File: src/rtl/fetch_pkg.sv
// Shared types and constants for the fetch-stage PC generator and its decode-side consumer.
package fetch_pkg;

  localparam int PC_W        = 32;
  localparam int INSTR_BYTES = 4;

  typedef enum logic [1:0] {
    BOOT  = 2'd0,
    RUN   = 2'd1,
    FLUSH = 2'd2
  } fetch_state_e;

  typedef struct packed {
    logic            valid;
    logic [PC_W-1:0] pc;
    logic            pred_taken;
    logic [PC_W-1:0] pred_target;
  } fetch_slot_t;

  // Instruction addresses are word aligned; the low two bits are never fetched.
  function automatic logic [PC_W-1:0] align_pc(input logic [PC_W-1:0] pc);
    return {pc[PC_W-1:2], 2'b00};
  endfunction

endpackage

File: src/rtl/fetch_stat_ctr.sv
// Saturating event counter with synchronous active-low reset.
module fetch_stat_ctr #(
  parameter int W = 32
) (
  input  logic         clk,
  input  logic         rst_n,
  input  logic         inc,
  output logic [W-1:0] cnt
);

  // NOTE: sequential state is always written with non-blocking assignments.
  always_ff @(posedge clk) begin
    if (!rst_n) begin
      cnt <= '0;
    end else if (inc && (cnt != '1)) begin
      cnt <= cnt + W'(1);
    end
  end

endmodule

File: src/rtl/fetch_pc_gen.sv
// Fetch-stage PC generator feeding the BTB lookup and the IF/ID handshake.
// Optional statistics counters are built when FETCH_STATS_EN is defined.
module fetch_pc_gen
  import fetch_pkg::*;
#(
  parameter logic [31:0] RESET_PC = 32'h0000_0000,
  parameter int          STAT_W   = 32
) (
  input  logic        clk,
  input  logic        rst_n,
  output logic        fetch_valid,
  output logic [31:0] pc_in,
  input  logic        pred_valid,
  input  logic [31:0] pred_target,
  input  logic        if_ready,
  output logic        if_valid,
  output logic [31:0] if_pc,
  output logic        if_pred_taken,
  output logic [31:0] if_pred_target,
  input  logic        redirect_valid,
  input  logic [31:0] redirect_pc
`ifdef FETCH_STATS_EN
  ,
  output logic [STAT_W-1:0] stat_fetch_cnt,
  output logic [STAT_W-1:0] stat_taken_cnt,
  output logic [STAT_W-1:0] stat_redirect_cnt
`endif
);

  fetch_state_e    state_q, state_d;
  logic [PC_W-1:0] pc_q, pc_d;
  fetch_slot_t     slot_q, slot_d;

  // NOTE: every always_comb output gets a default first so no latch is inferred.
  always_comb begin
    state_d = state_q;
    pc_d    = pc_q;
    slot_d  = slot_q;
    unique case (state_q)
      BOOT:  state_d = RUN;
      RUN: begin
        if (if_ready) begin
          slot_d.valid       = 1'b1;
          slot_d.pc          = pc_q;
          slot_d.pred_taken  = pred_valid;
          slot_d.pred_target = pred_valid ? pred_target : '0;
          pc_d               = pred_valid ? align_pc(pred_target)
                                          : pc_q + PC_W'(INSTR_BYTES);
        end
      end
      FLUSH: begin
        // Bubble lets the resolving branch's BTB write land before re-lookup.
        slot_d.valid = 1'b0;
        state_d      = RUN;
      end
      default: state_d = BOOT;
    endcase
    // A redirect beats any accept or prediction in the same cycle.
    if (redirect_valid) begin
      pc_d         = align_pc(redirect_pc);
      slot_d.valid = 1'b0;
      state_d      = FLUSH;
    end
  end

  always_ff @(posedge clk) begin
    if (!rst_n) begin
      state_q <= BOOT;
      pc_q    <= RESET_PC;
      slot_q  <= '0;
    end else begin
      state_q <= state_d;
      pc_q    <= pc_d;
      slot_q  <= slot_d;
    end
  end

  assign fetch_valid    = (state_q == RUN);
  assign pc_in          = pc_q;
  assign if_valid       = slot_q.valid;
  assign if_pc          = slot_q.pc;
  assign if_pred_taken  = slot_q.pred_taken;
  assign if_pred_target = slot_q.pred_target;

`ifdef FETCH_STATS_EN
  logic accept;
  assign accept = (state_q == RUN) && if_ready && !redirect_valid;

  fetch_stat_ctr #(.W(STAT_W)) u_fetch_ctr (
    .clk   (clk),
    .rst_n (rst_n),
    .inc   (accept),
    .cnt   (stat_fetch_cnt)
  );

  fetch_stat_ctr #(.W(STAT_W)) u_taken_ctr (
    .clk   (clk),
    .rst_n (rst_n),
    .inc   (accept && pred_valid),
    .cnt   (stat_taken_cnt)
  );

  fetch_stat_ctr #(.W(STAT_W)) u_redirect_ctr (
    .clk   (clk),
    .rst_n (rst_n),
    .inc   (redirect_valid),
    .cnt   (stat_redirect_cnt)
  );
`endif

endmodule
File: config.mk
export PLATFORM = sky130hd
export DESIGN_NAME = fetch_pc_gen
export DESIGN_NICKNAME = d
export VERILOG_FILES = /design/src/rtl/fetch_pkg.sv /design/src/rtl/fetch_stat_ctr.sv /design/src/rtl/fetch_pc_gen.sv
export SDC_FILE = /design/constraint.sdc
export NUM_CORES = 1
export LEC_CHECK = 0
export ABC_CLOCK_PERIOD_IN_PS = 3500
export CORE_UTILIZATION = 40
export CTS_CLUSTER_SIZE = 10
export DETAILED_ROUTE_END_ITERATION = 7
export GPL_TIMING_DRIVEN = 0
export PLACE_DENSITY = 0.73
export SYNTH_ARGS = -nofsm -noshare
export SYNTH_HDL_FRONTEND = slang
export SYNTH_SLANG_ARGS = --single-unit
File: constraint.sdc
create_clock -name clk -period 3.5 [get_ports clk]
set_clock_uncertainty 0.1 [all_clocks]
set_input_delay 0.7 -clock clk [delete_from_list [all_inputs] [get_ports clk]]
set_output_delay 0.7 -clock clk [all_outputs]
set_load 0.01 [all_outputs]
==> flow_summary.ini, run 1 <==
[setup_path]
cp.required_ns = 3.67
arrival_ns = 2.59
crit_fanout = 10
path_delay_family = buffers and inverters
crit_buf_inv = 3
crit_slowest_cell = clkdlybuf4s50_1
critPathKind = input port to register
path_cells = clkdlybuf4s50_1, buf_2, nor3_1, nand2_1, clkbuf_1, o22ai_1
worst_setup_path_start_kind = input port
cp-end-kind = register
slowest_delay_ns = 0.49

[yosys]
ys_top_cells_by_area = dfxtp_1 43%, nand2_1 7.5%, a21boi_0 7.3%
synth-seq-cells = 100
netlist_area_um2 = 4650
postSynthAreaPerCell_um2 = 8.59
synth_warnings = 0
synth_top_cell_area_share = 0.431
synth_top_cell_by_area = dfxtp_1
syn_inst = 541
synth_edf_count = 0
synthFlopType = dfxtp_1
async_flop_share = 0
yosysSeqAreaShare = 0.431
synth_cell_type_count = 54
synth_nets = 611

[clocking]
cts_tree = done
clkLatencyLatePin_ns = 0.34
cts_resized = 0
h-tree-depth = 3
clkSinkCount = 100
clkTransAtPathRegs_ns = 0.07
postCtsSetupBuffers = 0
cts_buffers = 9
cts_root_buffer = clkbuf_16
cts_hold_buf = 0
clock_path_buffers = 2

[timing]
maxSlewHeadroom = 0.565
fin_crit_ns = 2.42
worstMarginPinSlew_ns = 0.652
hold_slack_ns = 0.364
setup_tns_ns = 0
rsz0062_at_grt = no
post-route-period-util = 0.692
clock.fmax_mhz = 413
hold_violations = 0
finalMaxSlewViolations = 0
setup_violations = 0

[global_routing]
grt_pass1_wl_um = 23800
grtUsageTotal = 0.261
met2_usage = 0.429
gr-usage-met3 = 0.0646
grtUsageMet1 = 0.342
grt.busiest_layer = met2
grt_max_degree = 17
grt-ovfl-total = 0
antenna_found_initial = 0
grt_pass1_vias = 4519

[finish]
n_fill_cell = 1005
nets = 786
drive_gt1_frac = 0.0583
area_growth_pct = 46.1
multi_input_area_um2 = 2390
n_antenna_cell = 0
ff_latch_area_um2 = 2000

[run]
max_cap_violations = 0

[placement]
io_buffers = 164
dp_hpwl_um = 11600
gp_congestion = 0.866

[pwr]
intPower_mw = 2.03
clkPwrFrac = 0.408
switchingPower_mw = 0.671
power_density_nw_per_um2 = 397
total_power_mw = 2.70
p_sw_frac = 0.249
irDropWorstVdd_v = 0.000256
leakage_nw = 2.27
p_comb_frac = 0.136
seq_power_share = 0.456

[detailed_routing]
drt_iter0_drc = 384
drcViolationCount = 0
via_per_inst = 5.51
via_count = 4742
routed_wl_um = 15600
wl_per_cell_um = 18.2
drtAntennaViolNets = 0
drtPass1Iterations = 6

[worst_hold_path]
min_path_type = register to register

[floorplanning]
die-area_um2 = 12000
pin_count = 168
die_h_um = 110
core_um2 = 11100
initial_core_util = 0.419
die_w_um = 110
std_cell_rows = 38

[run_status]
status = complete, no violations
## worst paths after layout
check                           end  cells past startpoint  slack [ns]              startpoint
max          pc_in[16]$_SDFFE_PN0P_                      6        1.08              pred_valid
min reg2reg  if_pc[16]$_SDFFE_PN0P_                      2        0.36  if_pc[16]$_SDFFE_PN0P_
min          if_pc[16]$_SDFFE_PN0P_                      2        0.36  if_pc[16]$_SDFFE_PN0P_
max reg2reg  pc_in[20]$_SDFFE_PN0P_                      7        1.42   pc_in[2]$_SDFFE_PN0P_
## worst min-delay path, delay by kind of cell, from the launching register on
family             cells  cell delay [ns]
AOI/OAI and AO/OA      1             0.06
and+or+nand+nor        1             0.05
DFF                    1             0.31
## cell usage after synthesis (2+ instances only)
cell and n:
o221ai_1 2, and3_1 6, and4_1 5, o21ai_1 2
a211oi_1 3, xor2_1 6, o21ai_0 28, nand2b_1 2
a221oi_1 15, a22oi_1 22, o31ai_1 2, and2_1 5
nand3b_1 6, buf_6 3, buf_1 6, nor3b_1 3
a221o_1 3, inv_1 8, nand4_1 4, nand2_1 93
o21a_1 2, mux2i_1 2, nand4_2 2, a21boi_0 45
o211ai_1 2, nor3_1 11, o22ai_1 14, xnor2_1 14
clkbuf_1 24, nor4_2 3, dfxtp_1 100, nor2b_1 24
nand3_1 22, buf_2 13, a31oi_1 2, a311oi_1 2
a21oi_1 10, nor2_1 9
## cell families (layout without fill, tap and decap cells)
logic type      after synthesis  in the layout  synth area share
xor+xnor                     20             20            0.0377
flops                       100            100             0.431
mux                           2              2           0.00431
simple gates                202            202             0.226
compound gates              161            161             0.245
fa+ha+maj                     1              1           0.00269
buf+inv                      55            235            0.0536
## power by group through the flow
| stage | sequential (mW) | combinational, mW | clock, mW |
|---|---|---|---|
| global placement | 1.25 | 0.357 | 0 |
| global route | 1.24 | 0.394 | 1.15 |
| finish | 1.23 | 0.366 | 1.10 |
| CTS | 1.23 | 0.365 | 1.11 |
| floorplan | 1.26 | 0.145 | 0 |
| detailed placement | 1.26 | 0.363 | 0 |
## cell usage in the layout, fill, tap and decap left out, types with 8 or more instances in the layout
| cell | instances |
|---|---|
| buf_2 | 13 |
| xnor2_1 | 14 |
| nand2_1 | 93 |
| nand3_1 | 22 |
| a21oi_1 | 10 |
| a221oi_1 | 15 |
| o22ai_1 | 14 |
| clkdlybuf4s50_1 | 164 |
| nor2b_1 | 24 |
| clkbuf_1 | 25 |
| o21ai_0 | 28 |
| a21boi_0 | 45 |
| a22oi_1 | 22 |
| nor2_1 | 9 |
| inv_1 | 8 |
| clkbuf_16 | 9 |
| dfxtp_1 | 100 |
| nor3_1 | 11 |
## routing by layer
| layer | wire, um | part of all wire | vias up |
|---|---|---|---|
| li1 | - | - | 2288 |
| met1 | 6860 | 0.44 | 2212 |
| met2 | 7160 | 0.46 | 224 |
| met3 | 1410 | 0.090 | 18 |
| met4 | 200 | 0.013 | 0 |
| met5 | 0 | 0 | - |
## per-stage QoR
step                std cells  instance area [um2]  worst slack [ns]   util
global route              861                 6790             0.988  0.613
floorplan                 541                 4650              1.49      -
finish                    861                 6790              1.08  0.613
global placement          845                 6460             0.787  0.583
detailed placement        845                 6460             0.781  0.583
CTS                       861                 6790              1.12  0.613
## final cells by class
type                            instances  share of cell area
Timing Repair Buffer                  164               0.242
Sequential cell                       100               0.295
Buffer                                 47              0.0323
Tap cell                              140              0.0258
Clock buffer                           11              0.0358
Multi-Input combinational cell        386               0.353
Inverter                                8             0.00442
Clock inverter                          5              0.0123
## sequential cells by signal (all words and copies together), names as in the netlist
name	cells
if_pc	32
if_pred_target	32
pc_in	32
state_q	2
if_pred_taken	1
if_valid	1
(Power assumes the default switching activity.)
==> run 2: changes to the inputs <==
--- a/config.mk
+++ b/config.mk
@@ -5,12 +5,12 @@
 export SDC_FILE = /design/constraint.sdc
 export NUM_CORES = 1
 export LEC_CHECK = 0
-export ABC_CLOCK_PERIOD_IN_PS = 3500
+export ABC_CLOCK_PERIOD_IN_PS = 1900
 export CORE_UTILIZATION = 40
 export CTS_CLUSTER_SIZE = 10
 export DETAILED_ROUTE_END_ITERATION = 7
 export GPL_TIMING_DRIVEN = 0
-export PLACE_DENSITY = 0.73
+export PLACE_DENSITY = 0.76
 export SYNTH_ARGS = -nofsm -noshare
 export SYNTH_HDL_FRONTEND = slang
 export SYNTH_SLANG_ARGS = --single-unit
==> constraint.sdc (replaced) <==
create_clock -name clk -period 1.9 [get_ports clk]
set_clock_uncertainty 0.1 [all_clocks]
set_input_delay 0.38 -clock clk [delete_from_list [all_inputs] [get_ports clk]]
set_output_delay 0.38 -clock clk [all_outputs]
set_load 0.01 [all_outputs]
==> flow_summary.ini, run 2 (synthesis gave the netlist of run 1 again) <==
[setup_path]
cp-end-kind = register
arrival_ns = 2.04
crit_fanout = 7
worst_setup_path_start_kind = register
crit_slowest_cell = dfxtp_4
critPathKind = register to register
slowest_delay_ns = 0.39
path_cells = ha_2, and3_1, buf_4, nand4_4, nor3_4, nor4_1, a311oi_1
reg2reg_slack_ns = 0.007
cp.required_ns = 2.04

[pwr]
intPower_mw = 3.49
leakage_nw = 2.39
seq_power_share = 0.482
switchingPower_mw = 1.24
irDropWorstVdd_v = 0.000479
power_density_nw_per_um2 = 676
p_sw_frac = 0.263
clkPwrFrac = 0.368
p_comb_frac = 0.150
total_power_mw = 4.73

[floorplanning]
initial_core_util = 0.419
die_h_um = 110
core_um2 = 11100
std_cell_rows = 38
pin_count = 168
die_w_um = 110
die-area_um2 = 12000

[finish]
nets = 788
drive_gt1_frac = 0.148
ff_latch_area_um2 = 2040
area_growth_pct = 50.6
final_cell_mix = 162 x clkdlybuf4s50_1, 92 x nand2_1, 76 x dfxtp_1, 45 x a21boi_0, 28 x o21ai_0
final_util = 0.632
n_antenna_cell = 0
final_common_cell = clkdlybuf4s50_1
final_area_um2 = 7000
multi_input_area_um2 = 2540
n_fill_cell = 966

[detailed_routing]
drcViolationCount = 0
via_per_inst = 5.64
drt_iter0_drc = 339
routed_wl_um = 16200
wl_per_cell_um = 18.8
drtPass1Iterations = 5
drtAntennaViolNets = 0
via_count = 4867

[timing]
clock.fmax_mhz = 528
post-route-period-util = 0.996
maxSlewHeadroom = 0.457
hold_violations = 0
finalMaxSlewViolations = 0
fin_ws_ns = 0.00726
setup_violations = 0
worstMarginPinSlew_ns = 0.815
hold_slack_ns = 0.360
fin_crit_ns = 1.89

[global_routing]
grt_pass1_wl_um = 24700
antenna_found_initial = 0
grtUsageTotal = 0.268
grt_pass1_vias = 4738
grt-ovfl-total = 0
grt_max_degree = 17

[run_status]
status = complete, no violations

[clocking]
clock_path_buffers = 2
cts_tree = done
cts_hold_buf = 0
cts_root_buffer = clkbuf_16
clkLatencyLatePin_ns = 0.34
clkTransAtPathRegs_ns = 0.07
h-tree-depth = 3
clkSinkCount = 100
cts_buffers = 9

[run]
max_cap_violations = 0

[placement]
dpl-instance-area_um2 = 6460
dp_hpwl_um = 11900
gp_congestion = 0.858
io_buffers = 164
preCtsSetupSlack_ns = -0.556

[worst_hold_path]
min_path_type = register to register
run 2: power groups by stage:
stage          clock network [mW]  registers (mW)  logic (mW)
2_1_floorplan                   0            2.31       0.268
3_3_place_gp                    0            2.31       0.658
3_5_place_dp                    0            2.31       0.670
4_1_cts                      1.77            2.27       0.678
5_1_grt                      1.84            2.29       0.763
6_report                     1.74            2.28       0.711
run 2: worst max-delay path, delay by kind of cell (launching register included):
family,cells,cell delay [ns]
buf+inv,1,0.15
flops,1,0.39
compound gates,1,0.25
simple gates,4,0.70
fa+ha+maj,1,0.20
run 2: worst paths after layout:
kind,from,endpoint,depth (start not counted)
setup / recovery,pc_in[2]$_SDFFE_PN0P_,pc_in[30]$_SDFFE_PN0P_,7
hold / removal,if_pred_target[6]$_SDFFE_PN0P_,if_pred_target[6]$_SDFFE_PN0P_,2
hold reg to reg,if_pred_target[6]$_SDFFE_PN0P_,if_pred_target[6]$_SDFFE_PN0P_,2
setup reg to reg,pc_in[2]$_SDFFE_PN0P_,pc_in[30]$_SDFFE_PN0P_,7
run 2: layer usage:
layer / wire (um) / global-route usage
met1: 6900 / 0.343
met2: 7620 / 0.447
met3: 1470 / 0.0581
met4: 220 / 0.0867
met5: 0 / 0
run 2: per-stage QoR:
step / TNS (ns) / std cells
3_3_place_gp: -31.15 / 845
3_5_place_dp: -34.84 / 845
4_1_cts: 0 / 861
2_1_floorplan: 0 / 541
6_report: 0 / 863
5_1_grt: -0.0908 / 863
run 2: layout make-up:
| class | count | area share |
|---|---|---|
| buffer | 47 | 0.0383 |
| tap | 140 | 0.0250 |
| sequential | 100 | 0.292 |
| clock inverter | 5 | 0.00536 |
| clock buffer | 11 | 0.0347 |
| timing repair buffer | 166 | 0.237 |
| multi-input combinational | 386 | 0.363 |
| inverter | 8 | 0.00429 |
run 2: repair_timing:
| item | CTS | global route |
|---|---|---|
| pin swaps | 0 | 5 |
| endpoints found under the setup margin | 63 | 79 |
| buffers inserted | 0 | 2 |
| gates resized for setup | 29 | 67 |
